## src/rtl/gray_to_rgb565_stream_if.sv

```systemverilog
// Valid/ready bus pair for the grayscale-to-RGB565 expander.
// The master modport is the surrounding system; the slave modport is the block.
interface gray_to_rgb565_stream_if;
  logic        sValid;
  logic        sReady;
  logic [31:0] sData;
  logic        sLast;
  logic        mValid;
  logic        mReady;
  logic [31:0] mData;
  logic        mLast;

  modport master (
    output sValid, sData, sLast, mReady,
    input  sReady, mValid, mData, mLast
  );

  modport slave (
    input  sValid, sData, sLast, mReady,
    output sReady, mValid, mData, mLast
  );
endinterface

```

## src/rtl/gray_to_rgb565_stream.sv

```systemverilog
// Expands one word of four 8-bit gray pixels into two words of RGB565 pixel pairs.
// Define GRAY_RGB565_ROUND_EN for round-to-nearest with saturation instead of truncation.
module gray_to_rgb565_stream #(
  parameter bit FIRST_PIXEL_HIGH = 1'b0
) (
  input  logic                          clock,
  input  logic                          nReset,
  gray_to_rgb565_stream_if.slave        bus
);

  typedef enum logic [1:0] {
    ST_EMPTY  = 2'd0,
    ST_FIRST  = 2'd1,
    ST_SECOND = 2'd2
  } state_t;

  function automatic logic [15:0] f_gray_to_565(input logic [7:0] g);
`ifdef GRAY_RGB565_ROUND_EN
    logic [8:0] w_sum_rb;
    logic [8:0] w_sum_g;
    logic [4:0] w_r5;
    logic [5:0] w_g6;
    w_sum_rb = {1'b0, g} + 9'd4;
    w_sum_g  = {1'b0, g} + 9'd2;
    // Bit 8 set means the shifted result overflowed the channel width.
    w_r5 = w_sum_rb[8] ? 5'd31 : w_sum_rb[7:3];
    w_g6 = w_sum_g[8]  ? 6'd63 : w_sum_g[7:2];
    return {w_r5, w_g6, w_r5};
`else
    return {g[7:3], g[7:2], g[7:3]};
`endif
  endfunction

  state_t      r_state;
  state_t      w_state_next;
  logic [31:0] r_mdata;
  logic [31:0] w_mdata_next;
  logic        r_mlast;
  logic        w_mlast_next;
  logic [31:0] r_hold;
  logic [31:0] w_hold_next;
  logic        r_hold_last;
  logic        w_hold_last_next;

  logic [7:0]  w_pix [4];
  logic [15:0] w_rgb [4];
  logic [31:0] w_word_lo;
  logic [31:0] w_word_hi;
  logic        w_load;

  genvar gi;
  generate
    for (gi = 0; gi < 4; gi++) begin : g_pix
      if (FIRST_PIXEL_HIGH) begin : g_high
        assign w_pix[gi] = bus.sData[31 - 8*gi -: 8];
      end else begin : g_low
        assign w_pix[gi] = bus.sData[8*gi +: 8];
      end
      assign w_rgb[gi] = f_gray_to_565(w_pix[gi]);
    end

    // The earlier pixel of each pair lands in the half that pixel 0 uses on input.
    if (FIRST_PIXEL_HIGH) begin : g_pack_high
      assign w_word_lo = {w_rgb[0], w_rgb[1]};
      assign w_word_hi = {w_rgb[2], w_rgb[3]};
    end else begin : g_pack_low
      assign w_word_lo = {w_rgb[1], w_rgb[0]};
      assign w_word_hi = {w_rgb[3], w_rgb[2]};
    end
  endgenerate

  assign bus.sReady = (r_state == ST_EMPTY) || ((r_state == ST_SECOND) && bus.mReady);
  assign bus.mValid = (r_state != ST_EMPTY);
  assign bus.mData  = r_mdata;
  assign bus.mLast  = r_mlast;
  assign w_load     = bus.sValid && bus.sReady;

  always_comb begin
    w_state_next     = r_state;
    w_mdata_next     = r_mdata;
    w_mlast_next     = r_mlast;
    w_hold_next      = r_hold;
    w_hold_last_next = r_hold_last;
    case (r_state)
      ST_FIRST: begin
        if (bus.mReady) begin
          w_state_next = ST_SECOND;
          w_mdata_next = r_hold;
          w_mlast_next = r_hold_last;
        end
      end
      ST_SECOND: begin
        if (bus.mReady && !bus.sValid) begin
          w_state_next = ST_EMPTY;
        end
      end
      default: ;
    endcase
    // Loading is shared by EMPTY and the no-bubble SECOND->FIRST path.
    if (w_load) begin
      w_state_next     = ST_FIRST;
      w_mdata_next     = w_word_lo;
      w_mlast_next     = 1'b0;
      w_hold_next      = w_word_hi;
      w_hold_last_next = bus.sLast;
    end
  end

  always_ff @(posedge clock or negedge nReset) begin
    if (!nReset) begin
      r_state     <= ST_EMPTY;
      r_mdata     <= 32'd0;
      r_mlast     <= 1'b0;
      r_hold      <= 32'd0;
      r_hold_last <= 1'b0;
    end else begin
      r_state     <= w_state_next;
      r_mdata     <= w_mdata_next;
      r_mlast     <= w_mlast_next;
      r_hold      <= w_hold_next;
      r_hold_last <= w_hold_last_next;
    end
  end

endmodule

```

## src/flat_wrapper.sv

```systemverilog
// flat-port wrapper written by rule: the top's interface ports become plain ports
module gray_to_rgb565_stream_flat 
#(
  parameter bit FIRST_PIXEL_HIGH = 1'b0
)
  (clock, nReset, bus_sValid, bus_sData, bus_sLast, bus_mReady, bus_sReady, bus_mValid, bus_mData, bus_mLast);
  gray_to_rgb565_stream_if bus_i ();
  input  logic clock;
  input  logic nReset;
  input wire logic [$bits(bus_i.sValid)-1:0] bus_sValid;
  input wire logic [$bits(bus_i.sData)-1:0] bus_sData;
  input wire logic [$bits(bus_i.sLast)-1:0] bus_sLast;
  input wire logic [$bits(bus_i.mReady)-1:0] bus_mReady;
  output wire logic [$bits(bus_i.sReady)-1:0] bus_sReady;
  output wire logic [$bits(bus_i.mValid)-1:0] bus_mValid;
  output wire logic [$bits(bus_i.mData)-1:0] bus_mData;
  output wire logic [$bits(bus_i.mLast)-1:0] bus_mLast;
  assign bus_i.sValid = bus_sValid;
  assign bus_i.sData = bus_sData;
  assign bus_i.sLast = bus_sLast;
  assign bus_i.mReady = bus_mReady;
  assign bus_sReady = bus_i.sReady;
  assign bus_mValid = bus_i.mValid;
  assign bus_mData = bus_i.mData;
  assign bus_mLast = bus_i.mLast;
  gray_to_rgb565_stream #(.FIRST_PIXEL_HIGH(FIRST_PIXEL_HIGH)) u_core (.clock(clock), .nReset(nReset), .bus(bus_i));
endmodule
```

## config.mk

```make
export PLATFORM = sky130hd
export DESIGN_NAME = gray_to_rgb565_stream_flat
export DESIGN_NICKNAME = d
export VERILOG_FILES = /design/src/rtl/gray_to_rgb565_stream_if.sv /design/src/rtl/gray_to_rgb565_stream.sv /design/src/flat_wrapper.sv
export SDC_FILE = /design/constraint.sdc
export NUM_CORES = 1
export LEC_CHECK = 0
export ABC_AREA = 1
export CORE_ASPECT_RATIO = 0.8
export CORE_UTILIZATION = 41
export CTS_BUF_LIST = sky130_fd_sc_hd__clkbuf_8
export CTS_CLUSTER_SIZE = 14
export DETAILED_ROUTE_END_ITERATION = 6
export GPL_TIMING_DRIVEN = 0
export HOLD_SLACK_MARGIN = 0.15
export PLACE_DENSITY = 0.91
export REMOVE_ABC_BUFFERS = 1
export SYNTH_ARGS = -nofsm -noshare
export SYNTH_HDL_FRONTEND = slang
export SYNTH_SLANG_ARGS = --single-unit
```

## constraint.sdc

```tcl
create_clock -name clock -period 2.05 [get_ports clock]
set_clock_uncertainty 0.15 [all_clocks]
set_input_delay 0.615 -clock clock [delete_from_list [all_inputs] [get_ports clock]]
set_output_delay 0.615 -clock clock [all_outputs]
set_load 0.02 [all_outputs]
```

# ---- Word level (Yosys, flattened, before mapping)
# Cells that the tools add are included.
dict set report word_totals {
  inputBits 37
  reg_bits 68
  output_inout_bits 35
}
dict set report op_classes {
  n_eq_ne 4
  n_mux 10
  n_reduce_logical 12
}
# operator n
set ops {}
lappend ops {{32-bit two-way mux} 3}
lappend ops {{2-bit two-way mux} 3}
lappend ops {{3-bit by 2-bit != test with 1-bit output (second input constant)} 2}
lappend ops {{2-bit nonzero test} 3}
lappend ops {{2-bit case mux with 2 select lines} 1}
lappend ops {{1-bit logical AND} 3}
lappend ops {{1-bit two-way mux} 3}
lappend ops {{3-bit AND reduction} 1}
lappend ops {{3-bit nonzero test} 1}
lappend ops {{2-bit by 1-bit equality test with 1-bit output (second input constant)} 1}
lappend ops {{2-bit equality test (second input constant)} 1}
lappend ops {{2-bit zero test} 1}
lappend ops {{2-bit AND reduction} 1}
lappend ops {{1-bit zero test} 1}
lappend ops {{1-bit logical OR} 1}

# ---- Logic depth before layout (Yosys ltp)
dict set report logic_depth {
  depth_word 6
  ltp_mapped 10
  ltp_nobuf 9
}

# ---- Worst setup path after synthesis
# OpenSTA, ideal clock, no wires.
dict set report synth_timing {
  path_type {reg2out}
  from {register u_core.r_state[0]}
  to {output bus_sReady}
  n_path_buf 1
  arrival_time_ps 999
  stages_incl_launch_ff 6
  slack_ps 286
  path_cell_list {dfrtp_1 > inv_1 > ha_1 > inv_2 > nand2_4 > buf_4}
}
dict set report synth_via {
  elab_chain_cells 3
  elab_cells_between_ends 4
  classes_between {1 x eq/ne; 3 x reduce/logical}
}
# element line_no
set synth_lines {}
lappend synth_lines {{from (decl)} gray_to_rgb565_stream.sv:34} ;# state_t r_state;
lappend synth_lines {{from (signal assigned)} gray_to_rgb565_stream.sv:117} ;# r_state <= w_state_next;
lappend synth_lines {{2-bit equality test} gray_to_rgb565_stream.sv:72} ;# assign bus.sReady = (r_state == ST_EMPTY) || ((r_state == ST_SECOND) && bus.mReady);
lappend synth_lines {{1-bit logical AND} gray_to_rgb565_stream.sv:72}
lappend synth_lines {{1-bit logical OR (*)} gray_to_rgb565_stream.sv:72}
lappend synth_lines {{to (decl)} flat_wrapper.sv:14} ;# output wire logic [$bits(bus_i.sReady)-1:0] bus_sReady;
# Mark *: on every way between the ends. The rest lies on a longest branch, timed or not.

# ---- Final worst setup path
dict set report layout_timing {
  from {register u_core.r_mlast (netlist: u_core.bus.mLast)}
  to {output bus_mLast}
}
# element line_no
set layout_lines {}
lappend layout_lines {{from (decl)} gray_to_rgb565_stream.sv:38} ;# logic r_mlast;
lappend layout_lines {{from (signal assigned)} gray_to_rgb565_stream.sv:119} ;# r_mlast <= w_mlast_next;
lappend layout_lines {{to (decl)} flat_wrapper.sv:17} ;# output wire logic [$bits(bus_i.mLast)-1:0] bus_mLast;
# No word-level cell between the ends.

==> impl_metrics.py <==
metrics = {
    "place": {
        "port_buffers": 63,
        "pre_cts_slack_ns": -0.815,
        "place_congestion": 0.702,
        "dp_hpwl_mm": 2.26,
    },
    "finish": {
        "n_antenna_cell": 0,
        "drive_gt1_share_pct": 9.46,
        "nFillCells": 292,
        "layout.nets": 263,
        "finalCoreUtilization_pct": 63.2,
        "syn_to_final_growth_pct": 40.7,
    },
    "logic_synthesis": {
        "syn_inst": 178,
        "syn-cell-area_um2": 1450,
        "synth_warnings": 0,
        "synth.avg_cell_area_um2": 8.13,
        "synthDistinctLibCells": 14,
        "ys_seq_area_share_pct": 48.4,
        "synth_seq_cells": 28,
    },
    "outcome": {
        "status": "completed",
    },
    "global_routing": {
        "track_usage_pct": 19.7,
        "overflow": 0,
        "use_met3_pct": 5.74,
        "grt_max_degree": 29,
        "top_usage_layer": "met2",
        "antenna_found_initial": 0,
        "grt_use_met2_pct": 37.7,
        "grt_pass1_wl_mm": 5.30,
        "grtUsageMet1_pct": 22.2,
        "grt_pass1_vias": 1207,
    },
    "timing": {
        "slew-limit-headroom_pct": 18.6,
        "slew_violations": 0,
        "setup_slack_ns": 0.0569,
        "max_freq_ghz": 0.502,
        "finalCritPeriodShare_pct": 97.2,
        "finalCriticalPeriod_ns": 1.99,
        "hold_viol": 0,
        "rsz0062_at_grt": "no",
        "tightestPinTransition_ns": 1.22,
        "setup_violations": 0,
    },
    "power": {
        "ir_drop_v": 0.000712,
        "total_power_w": 0.00311,
        "power.leakage_nw": 1.24,
        "powerDensity_nw_per_um2": 1530,
    },
    "die": {
        "ios": 72,
        "die_x_um": 68.4,
        "start_util_pct": 44.9,
        "num_rows": 18,
        "die_area_um2": 3770,
        "die_h_um": 55.1,
        "core_area_um2": 3220,
    },
    "setup_path": {
        "critPathKind": "reg -> out",
        "cpMaxStageDelayCell": "clkdlybuf4s50_1",
        "crit_path_start_kind": "flop",
        "crit_path_end_kind": "primary output",
        "cp_slowest_stage_delay_ns": 0.60,
        "crit_chain": "clkdlybuf4s50_1",
        "crit_buf_inv": 1,
        "arrival_ns": 1.23,
        "crit_fanout": 2,
        "required_ns": 1.28,
        "crit_family": "buffers and inverters",
    },
    "drt": {
        "antenna_left": 0,
        "vias_per_cell": 4.70,
        "num_vias": 1232,
        "dr.pass1.iters": 4,
        "wl_mm": 3.28,
        "drcViolationCount": 0,
        "wire_per_inst_um": 12.5,
        "drt_iter0_markers": 34,
    },
    "cts": {
        "clk_pin_slew_ns": 0.09,
        "cts_tree": "done",
        "cts.sink_count": 28,
        "htreeDepth": 1,
        "cts_made_buffers": 3,
        "clock_path_buffers": 2,
        "clock-root-buffer": "clkbuf_8",
        "clk_latency_ns": 0.27,
    },
    "hold_path": {
        "min_path_type": "reg -> reg",
    },
    "flow_run": {
        "drv_cap": 0,
    },
}
## per-layer routing
metal	part of all wire [%]	vias to the layer above
li1	-	614
met3	7.2	2
met4	0.24	0
met2	50	51
met5	0	-
met1	43	565
## logic make-up (layout without fill, tap and decap cells)
logic type / after synthesis / in the layout / synth area share (%)
buffers and inverters: 32 / 76 / 15.4
adder cells (fa/ha/maj): 3 / 3 / 2.60
AO/OA/AOI/OAI: 2 / 2 / 0.951
flip-flops: 28 / 28 / 48.4
AND/OR/NAND/NOR: 113 / 113 / 32.6
## through the flow
stage	hold slack [ns]	cells	setup TNS (ns)	area [um^2]
after floorplan	0.169	152	0	1250
after global placement	0.307	255	-20.73	1930
after detailed placement	0.310	255	-22.35	1930
after CTS	0.334	261	0	1980
after global routing	0.344	262	0	2040
final	0.332	262	0	2040
## sequential cells by signal (all words and copies together), names as in the netlist
signal and cells:
u_core.r_hold 12, u_core.r_state 2, u_core.r_hold_last 1, u_core.bus.mData 12, u_core.bus.mLast 1
## synth_stat cells (all sizes together)
cell,count,area share [%]
buf,26,14
inv,6,1.6
dfrtp,28,48
nand3,15,5.2
nand3b,1,0.52
ha,3,2.6
a21oi,2,0.95
nand2,97,27
## where the power goes
group	switching (W)	internal (W)
combinational	0.00112	0.000713
sequential	0.000141	0.000805
clock	0.000166	0.000172
## cells in the final DEF, fill, tap and decap left out, types with 3 or more instances in the layout
master           Yosys  layout
nand2_4              3       3
nand3_1             15      15
clkdlybuf4s50_1      0      26
dfrtp_1             28      28
dlygate4sd2_1        0      23
nand2_1             93      93
clkbuf_8             0       4
buf_4               23       3
dlymetal6s2s_1       0      11
## final cells by class
class,count,area (um^2),area share (%)
multi-input cells,118,559,27.5
clock buffers,4,55.1,2.70
repair buffers,66,643,31.6
inverters,6,27.5,1.35
flip-flops and latches,28,701,34.4
well taps,40,50.0,2.46
## worst reg2reg max path, delay by kind of cell (launching register included)
kind | cells | cell delay [ns]
simple gates | 6 | 0.68
flops | 1 | 0.40
fa+ha+maj | 1 | 0.17
buf+inv | 3 | 0.40
## worst paths after layout
kind,from,to,slack (ns),cells after the start
worst min register to register,u_core.r_hold[29]$_DFFE_PN0N_,u_core.r_hold[29]$_DFFE_PN0N_,0.33,2
worst max register to register,u_core.r_state[0]$_DFFE_PN0P_,u_core.bus.mData[21]$_DFFE_PN0P_,0.21,10
worst max-delay path,u_core.bus.mLast$_DFFE_PN0P_,bus_mLast,0.06,1
worst min-delay path,u_core.r_hold[29]$_DFFE_PN0N_,u_core.r_hold[29]$_DFFE_PN0N_,0.33,2
min in group asynchronous,nReset,u_core.bus.mData[27]$_DFFE_PN0P_,0.44,1
max in group asynchronous,nReset,u_core.bus.mData[12]$_DFFE_PN0P_,0.58,1
## timing repair
item                                    4_1_cts  5_1_grt
setup buffers                                 2        1
gates resized for setup                      38       20
hold buffers                                  0        0
pin swaps                                     1        0
gates cloned                                  0        0
hold endpoints to repair                      0        0
endpoints found under the setup margin       55       43
Note: power is estimated with default switching activity, not from simulation.
